File: config.mk
export PLATFORM = sky130hd
export DESIGN_NAME = lcd_reader
export DESIGN_NICKNAME = d
export VERILOG_FILES = /design/src/rtl/lcd_pkg.sv /design/src/rtl/lcd_phase_timer.sv /design/src/rtl/lcd_reader.sv
export SDC_FILE = /design/constraint.sdc
export NUM_CORES = 1
export LEC_CHECK = 0
export CAP_MARGIN = 30
export CORE_MARGIN = 4
export CORE_UTILIZATION = 40
export DETAILED_ROUTE_END_ITERATION = 7
export GPL_ROUTABILITY_DRIVEN = 0
export HOLD_SLACK_MARGIN = 0.1
export RECOVER_POWER = 100
export SETUP_SLACK_MARGIN = 0.05
export SYNTH_ARGS = -nofsm -noshare
export SYNTH_HDL_FRONTEND = slang
export SYNTH_SLANG_ARGS = --single-unit
File: constraint.sdc
create_clock -name clk -period 2.2 [get_ports clk]
set_input_delay 0.44 -clock clk [delete_from_list [all_inputs] [get_ports clk]]
set_output_delay 0.44 -clock clk [all_outputs]
set_load 0.005 [all_outputs]
File: src/rtl/lcd_pkg.sv
`default_nettype none
// ============================================================================
// lcd_pkg : shared HD44780 state encoding, 50 MHz timing defaults and field codes
// Rev 1.0
// ============================================================================
package lcd_pkg;

   typedef enum logic [2:0] {
      ST_IDLE  = 3'd0,
      ST_SETUP = 3'd1,
      ST_E_HI  = 3'd2,
      ST_HOLD  = 3'd3,
      ST_GAP   = 3'd4,
      ST_RESP  = 3'd5
   } lcd_state_t;

   localparam int LCD_SETUP_CYC  = 3;
   localparam int LCD_E_HIGH_CYC = 25;
   localparam int LCD_HOLD_CYC   = 2;
   localparam int LCD_GAP_CYC    = 25;
   localparam int LCD_MAX_POLLS  = 4096;

   localparam int   LCD_BF_BIT  = 7;
   localparam logic LCD_RS_CMD  = 1'b0;
   localparam logic LCD_RS_DATA = 1'b1;

   function automatic int lcd_max(input int a, input int b);
      return (a > b) ? a : b;
   endfunction

endpackage
`default_nettype wire

File: src/rtl/lcd_phase_timer.sv
`default_nettype none
// ============================================================================
// lcd_phase_timer : loadable down-counter; done is high while the count is zero
// Rev 1.0
// ============================================================================
module lcd_phase_timer #(
   parameter int WIDTH = 5
) (
   input  logic             clk,
   input  logic             rst,
   input  logic             load,
   input  logic [WIDTH-1:0] load_val,
   output logic             done
);

   logic [WIDTH-1:0] r_count;

   always_ff @(posedge clk) begin
      if (rst)
         r_count <= '0;
      else if (load)
         r_count <= load_val;
      else if (r_count != '0)
         r_count <= r_count - 1'b1;
   end

   // A phase of N cycles is loaded with N-1 so done marks its final cycle.
   assign done = (r_count == '0);

endmodule
`default_nettype wire

File: src/rtl/lcd_reader.sv
`default_nettype none
// ============================================================================
// lcd_reader : HD44780 read-cycle sequencer with optional busy-flag polling
// Rev 1.0
// ============================================================================
module lcd_reader
   import lcd_pkg::*;
#(
   parameter int SETUP_CYC  = LCD_SETUP_CYC,
   parameter int E_HIGH_CYC = LCD_E_HIGH_CYC,
   parameter int HOLD_CYC   = LCD_HOLD_CYC,
   parameter int GAP_CYC    = LCD_GAP_CYC,
   parameter int MAX_POLLS  = LCD_MAX_POLLS
) (
   input  logic       clk,
   input  logic       rst,
   input  logic       req_valid,
   output logic       req_ready,
   input  logic       req_rs,
   input  logic       req_poll,
   output logic       rsp_valid,
   input  logic       rsp_ready,
   output logic [7:0] rsp_data,
   output logic       rsp_timeout,
   output logic       LCD_RS,
   output logic       LCD_RW,
   output logic       LCD_E,
   input  logic [7:0] LCD_DataBus_in,
   output logic       owns_bus
);

   localparam int MAX_PH = lcd_max(lcd_max(SETUP_CYC, E_HIGH_CYC), lcd_max(HOLD_CYC, GAP_CYC));
   localparam int CW     = $clog2(MAX_PH + 1);
   localparam int PW     = $clog2(MAX_POLLS + 1);

   lcd_state_t      r_state;
   logic            r_poll;
   logic [PW-1:0]   r_poll_cnt;

   logic            w_accept;
   logic            w_more;
   logic            w_done;
   logic            w_load;
   logic [CW-1:0]   w_load_val;

   assign w_accept = req_valid & req_ready;
   assign w_more   = r_poll & rsp_data[LCD_BF_BIT] & (r_poll_cnt < PW'(MAX_POLLS));

   always_comb begin
      w_load     = 1'b0;
      w_load_val = '0;
      case (r_state)
         ST_IDLE:  if (w_accept) begin w_load = 1'b1; w_load_val = CW'(SETUP_CYC - 1);  end
         ST_SETUP: if (w_done)   begin w_load = 1'b1; w_load_val = CW'(E_HIGH_CYC - 1); end
         ST_E_HI:  if (w_done)   begin w_load = 1'b1; w_load_val = CW'(HOLD_CYC - 1);   end
         ST_HOLD:  if (w_done && w_more) begin w_load = 1'b1; w_load_val = CW'(GAP_CYC - 1); end
         ST_GAP:   if (w_done)   begin w_load = 1'b1; w_load_val = CW'(SETUP_CYC - 1);  end
         default: ;
      endcase
   end

   lcd_phase_timer #(.WIDTH(CW)) u_timer (
      .clk      (clk),
      .rst      (rst),
      .load     (w_load),
      .load_val (w_load_val),
      .done     (w_done)
   );

   always_ff @(posedge clk) begin
      if (rst) begin
         r_state     <= ST_IDLE;
         r_poll      <= 1'b0;
         r_poll_cnt  <= '0;
         req_ready   <= 1'b0;
         rsp_valid   <= 1'b0;
         rsp_data    <= '0;
         rsp_timeout <= 1'b0;
         LCD_RS      <= 1'b0;
         LCD_RW      <= 1'b0;
         LCD_E       <= 1'b0;
         owns_bus    <= 1'b0;
      end else begin
         case (r_state)
            ST_IDLE: begin
               req_ready <= 1'b1;
               if (w_accept) begin
                  // Polling only makes sense on the busy-flag/address register.
                  r_poll      <= req_poll & (req_rs != LCD_RS_DATA);
                  r_poll_cnt  <= '0;
                  rsp_timeout <= 1'b0;
                  req_ready   <= 1'b0;
                  LCD_RS      <= req_rs;
                  LCD_RW      <= 1'b1;
                  LCD_E       <= 1'b0;
                  owns_bus    <= 1'b1;
                  r_state     <= ST_SETUP;
               end
            end
            ST_SETUP: begin
               if (w_done) begin
                  LCD_E   <= 1'b1;
                  r_state <= ST_E_HI;
               end
            end
            ST_E_HI: begin
               if (w_done) begin
                  LCD_E    <= 1'b0;
                  rsp_data <= LCD_DataBus_in;
                  if (r_poll_cnt != PW'(MAX_POLLS))
                     r_poll_cnt <= r_poll_cnt + 1'b1;
                  r_state  <= ST_HOLD;
               end
            end
            ST_HOLD: begin
               if (w_done) begin
                  if (w_more) begin
                     r_state <= ST_GAP;
                  end else begin
                     rsp_timeout <= r_poll & rsp_data[LCD_BF_BIT];
                     rsp_valid   <= 1'b1;
                     owns_bus    <= 1'b0;
                     LCD_RW      <= 1'b0;
                     LCD_RS      <= LCD_RS_CMD;
                     r_state     <= ST_RESP;
                  end
               end
            end
            ST_GAP: begin
               if (w_done)
                  r_state <= ST_SETUP;
            end
            ST_RESP: begin
               if (rsp_ready) begin
                  rsp_valid <= 1'b0;
                  req_ready <= 1'b1;
                  r_state   <= ST_IDLE;
               end
            end
            default: r_state <= ST_IDLE;
         endcase
      end
   end

endmodule
`default_nettype wire

# [Word-level counts from Yosys, hierarchy flattened]
# Index checks and enable logic that the tools add are counted.
[totals] output_inout_bits=15 in_bits=14 word_cells=96 register_bits=36
[op_classes] bitwise=5 n_mux=44 order_cmp=1 addsub=2 eq_ne=14 n_reduce_logical=19
[ops] operator="$mux W13" n=3
[ops] operator="$pmux W13 S2" n=1
[ops] operator="$pmux W5 S5" n=1
[ops] operator="$mux W5" n=4
[ops] operator="$mux W1" n=19
[ops] operator="$mux W3" n=6
[ops] operator="$pmux W3 S6" n=1
[ops] operator="$ne A2 B2 Y1 const B" n=8
[ops] operator="$reduce_and A4 Y1" n=4
[ops] operator="$add A13 B1 Y13 const B" n=1
[ops] operator="$lt A13 B13 Y1 const B" n=1
[ops] operator="$ne A13 B13 Y1 const B" n=1
[ops] operator="$pmux W1 S2" n=5
[ops] operator="$reduce_bool A2 Y1" n=5
[ops] operator="$eq A3 B2 Y1 const B" n=2
[ops] operator="$eq A3 B3 Y1 const B" n=2
[ops] operator="$pmux W1 S3" n=2
[ops] operator="$reduce_and A2 Y1" n=3
[ops] operator="$reduce_and A6 Y1" n=1
[ops] operator="$logic_not A5 Y1" n=1
[ops] operator="$reduce_bool A5 Y1" n=1
[ops] operator="$sub A5 B1 Y5 const B" n=1
[ops] operator="$and A1 B1 Y1" n=4
[ops] operator="$mux W2" n=2
[ops] operator="other kinds (6)" n=6

# [Longest topological paths before layout]
[logic_depth] depth_word=6 depth_mapped=8 mapped_depth_nobuf=6

# [Cells and area by module]
# Synthesis repeated with hierarchy kept, for this count alone.
[hier_totals] hier_cells=222 hier_area_um2=1843.0
[by_module_without_submodules] mod="lcd_reader" n_inst=1 seq_area_each_um2=620.6 area_per_inst_um2=1555.2 cells_each=190
[by_module_without_submodules] mod="lcd_phase_timer" n_inst=1 seq_area_each_um2=100.1 area_per_inst_um2=287.8 cells_each=32

# [Worst setup path after synthesis]
# OpenSTA, ideal clock, no wires.
[synth_path] path_type="reg-to-reg" from="register u_timer.r_count[0]" to="register r_poll_cnt[5]" arrival_time_ps=1690 required_time_ps=2130 path_buffers=1 path_stages_with_launch=8 setup_slack_ps=439 cell_sequence="dfxtp_1 inv_1 ha_1 nor4b_4 a22oi_2 buf_2 or4_1 a21oi_1"
[synth_via] elab_chain_cells=3
[synth_rtl] element="from (decl)" line_no="lcd_phase_timer.sv:16" text="logic [WIDTH-1:0] r_count;"
[synth_rtl] element="from (signal assigned)" line_no="lcd_phase_timer.sv:22" text="r_count <= load_val;"
[synth_rtl] element="from (signal assigned)" line_no="lcd_phase_timer.sv:24" text="r_count <= r_count - 1'b1;"
[synth_rtl] element="$logic_not A5 Y1" line_no="lcd_phase_timer.sv:28" text="assign done = (r_count == '0);"
[synth_rtl] element="$ne A2 B2 Y1 (no line)"
[synth_rtl] element="$reduce_and A4 Y1 (no line)"
[synth_rtl] element="to (signal assigned)" line_no="lcd_reader.sv:111" text="r_poll_cnt <= r_poll_cnt + 1'b1;"
[synth_rtl] element="to (decl)" line_no="lcd_reader.sv:38" text="logic [PW-1:0] r_poll_cnt;"
# No other way between the ends.
# A chain may end at the register's enable or synchronous reset.

# [Worst setup path after layout]
[layout_path] from="input port req_valid" to="register r_poll_cnt[9]"
[layout_via] elab_chain_cells=3
[layout_rtl] element="from (decl)" line_no="lcd_reader.sv:17" text="input logic req_valid,"
[layout_rtl] element="$and A1 B1 Y1" line_no="lcd_reader.sv:46" text="assign w_accept = req_valid & req_ready;"
[layout_rtl] element="$ne A2 B2 Y1 (no line)"
[layout_rtl] element="$reduce_and A4 Y1 (no line)"
# No other way between the ends.

==> flow_summary.toml <==
[power]
p_per_area_mw_per_mm2 = 963
peakVddDrop_mv = 0.600
leakagePower_nw = 0.808

[yosys]
ys_warn_count = 0
ys_async_sr_fraction = 0
ys_seq_elements = 36
ys.flop_type = "dfxtp_1"
synth_top_area_cell = "dfxtp_1"
ys_seq_area_frac = 0.390
ys_types = 43
synth_area_leaders = "dfxtp_1 (39%), a21oi_1 (8.7%), nand3_1 (4.6%), nand2_1 (4.5%), nand4_1 (4.4%)"
synth-edff-count = 0
synth.top_cell.area_share = 0.390
synthCells = 228
syn-num-nets = 245
syn_area_sq_mm = 0.00185
syn_area_per_cell_sq_um = 8.11

[sta]
max_freq_mhz = 500
layout_min_cycle_time_ns = 2.00
maxSlewViolCount = 0
hold_violations = 0
timing.final.ws_setup_ns = 0.201
timing.final.crit_share = 0.908
rsz0062_at_grt = "no"
setup_viol = 0
fin_setup_tns_ns = 0
fin_worst_skew_ns = 0.00285
slew_headroom = 0.691
worst_slew_pin_slew_ns = 0.464

[floorplanning]
die-area_sq_mm = 0.00577
die_y_um = 76.0
die_w_um = 76.0
placeableCoreArea_sq_mm = 0.00441
rows = 24
start_util = 0.419
io_pins = 29

[critical_path]
end_kind = "flop"
worst_setup_path_start_kind = "input port"
slowest_delay_ns = 0.57
required_ns = 2.35
worst-setup-path-type = "in -> reg"
arrival_ns = 2.15
critPathSlowestCell = "dlygate4sd3_1"
path_common_cell = "nand2_1"
cp_max_fo = 11
crit_chain = "dlygate4sd3_1 -> and4bb_2 -> nand2_1 -> nand2_1 -> dlymetal6s2s_1 -> a21oi_1"

[clock_tree]
hold_buffers = 0
clkTransAtPathRegs_ns = 0.07
ctsHtreeMaxLevel = 2
clockRootBuffer = "clkbuf_8"
clock_latency_ns = 0.28
cts_tree = "yes"
cts_buffers = 5
postCtsSetupBuffers = 0
cts.repair.resized = 0
cts_buffer_depth = 2
clock-sinks = 36

[final_layout]
mostFrequentLayoutCells = "dfxtp_1 (36), a21oi_1 (32), nand2_1 (22)"
fin_cells = 309
register_area_sq_um = 721
multi_input_area_sq_mm = 0.00102
n_antenna_cell = 0
area_growth_pct = 24.1
fillCellCount = 427
layout_commonest_cell = "dfxtp_1"
fin_nets = 273
drive_gt1_frac = 0.0778

[routing]
avgViaCountPerCell = 5.72
num_vias = 1769
first_pass_iters = 6
routed_wl_um = 4540
drc = 0
initialDrtViolationCount = 103
wl_per_cell_um = 14.7
ant_nets = 0

[global_route]
grt_antenna_before_repair = 0
grt.total_usage = 0.156
grt_pass1_vias = 1595
grt_max_degree = 25
grt-ovfl-total = 0
grt_pass1_wl_um = 7620

[flow_run]
maxCapViolCount = 0

[placed_design]
portBuffers = 28
pre_cts_slack_ns = 0.0127
hpwl_um = 3300
dp_cells = 301

[outcome]
status = "complete, no violations"

[hold_path]
hp-class = "reg -> reg"
report_power, final:
part / switching [W] / internal (W) / leakage, nW / total [W]
logic: 0.000484 / 0.000400 / 0.470 / 0.000884
clock network: 0.000222 / 0.000255 / 0.0455 / 0.000478
registers: 0.000105 / 0.000741 / 0.292 / 0.000846
metal layers:
metal	GRT usage	wire (um)
met1	0.207	2210
met2	0.241	2100
met3	0.0426	180
met4	0.0534	46
met5	0	0
sequential cells by signal, indices dropped and copies added, names as in the netlist:
register / count
r_poll: 1
rsp_timeout: 1
r_state: 3
rsp_data: 8
rsp_valid: 1
u_timer.r_count: 5
owns_bus: 1
LCD_RS: 1
LCD_E: 1
r_poll_cnt: 13
req_ready: 1
layout make-up:
type | count | area share
tap | 52 | 0.0284
multi-input combinational | 167 | 0.446
clock buffer | 8 | 0.0393
inverter | 9 | 0.0147
timing repair buffer | 37 | 0.158
sequential | 36 | 0.314
path summary, 6_finish.rpt:
| check | depth (start not counted) | to | slack, ns | from |
|---|---|---|---|---|
| min reg2reg | 2 | rsp_data[2] | 0.46 | rsp_data[2] |
| max reg2reg | 7 | r_poll_cnt[9] | 0.27 | u_timer.r_count[0] |
| min | 2 | rsp_data[2] | 0.46 | rsp_data[2] |
| max | 6 | r_poll_cnt[9] | 0.20 | req_valid |
through the flow:
step	area, sq um	power (W)	hold WS (ns)	util
floorplan	1850	0.00146	0.440	-
global placement	2210	0.00176	0.444	0.502
detailed placement	2210	0.00178	0.454	0.502
CTS	2300	0.00226	0.464	0.522
global route	2290	0.00236	0.479	0.520
finish	2290	0.00221	0.456	0.520
logic make-up (layout without fill, tap and decap cells):
group	after synthesis	count (layout)	synth area share
AOI/OAI and AO/OA	62	62	0.204
DFF	36	36	0.390
and+or+nand+nor	98	98	0.308
xor gates and xnor gates	2	2	0.00948
muxes	2	2	0.0108
buffers and inverters	25	54	0.0569
adders and majority gates	3	3	0.0203
synth_stat cells (2+ instances only):
cell type / number
dfxtp_1: 36
a21oi_1: 32
nand2_1: 22
nand3_1: 17
nand4_1: 13
o21ai_0: 10
inv_1: 9
nor2_1: 9
o31ai_1: 9
clkbuf_1: 8
or4_1: 8
buf_2: 6
nor3_1: 5
or3_1: 4
and3_1: 3
ha_1: 3
nand3b_1: 3
a2111oi_0: 2
and2_1: 2
mux2i_1: 2
o32ai_1: 2
xnor2_1: 2
worst max-delay path: cells and delay by family:
kind / cells / cell delay (ns)
compound gates: 1 / 0.08
buf+inv: 2 / 0.98
simple gates: 3 / 0.65
Note: power is estimated with default switching activity, not from simulation.
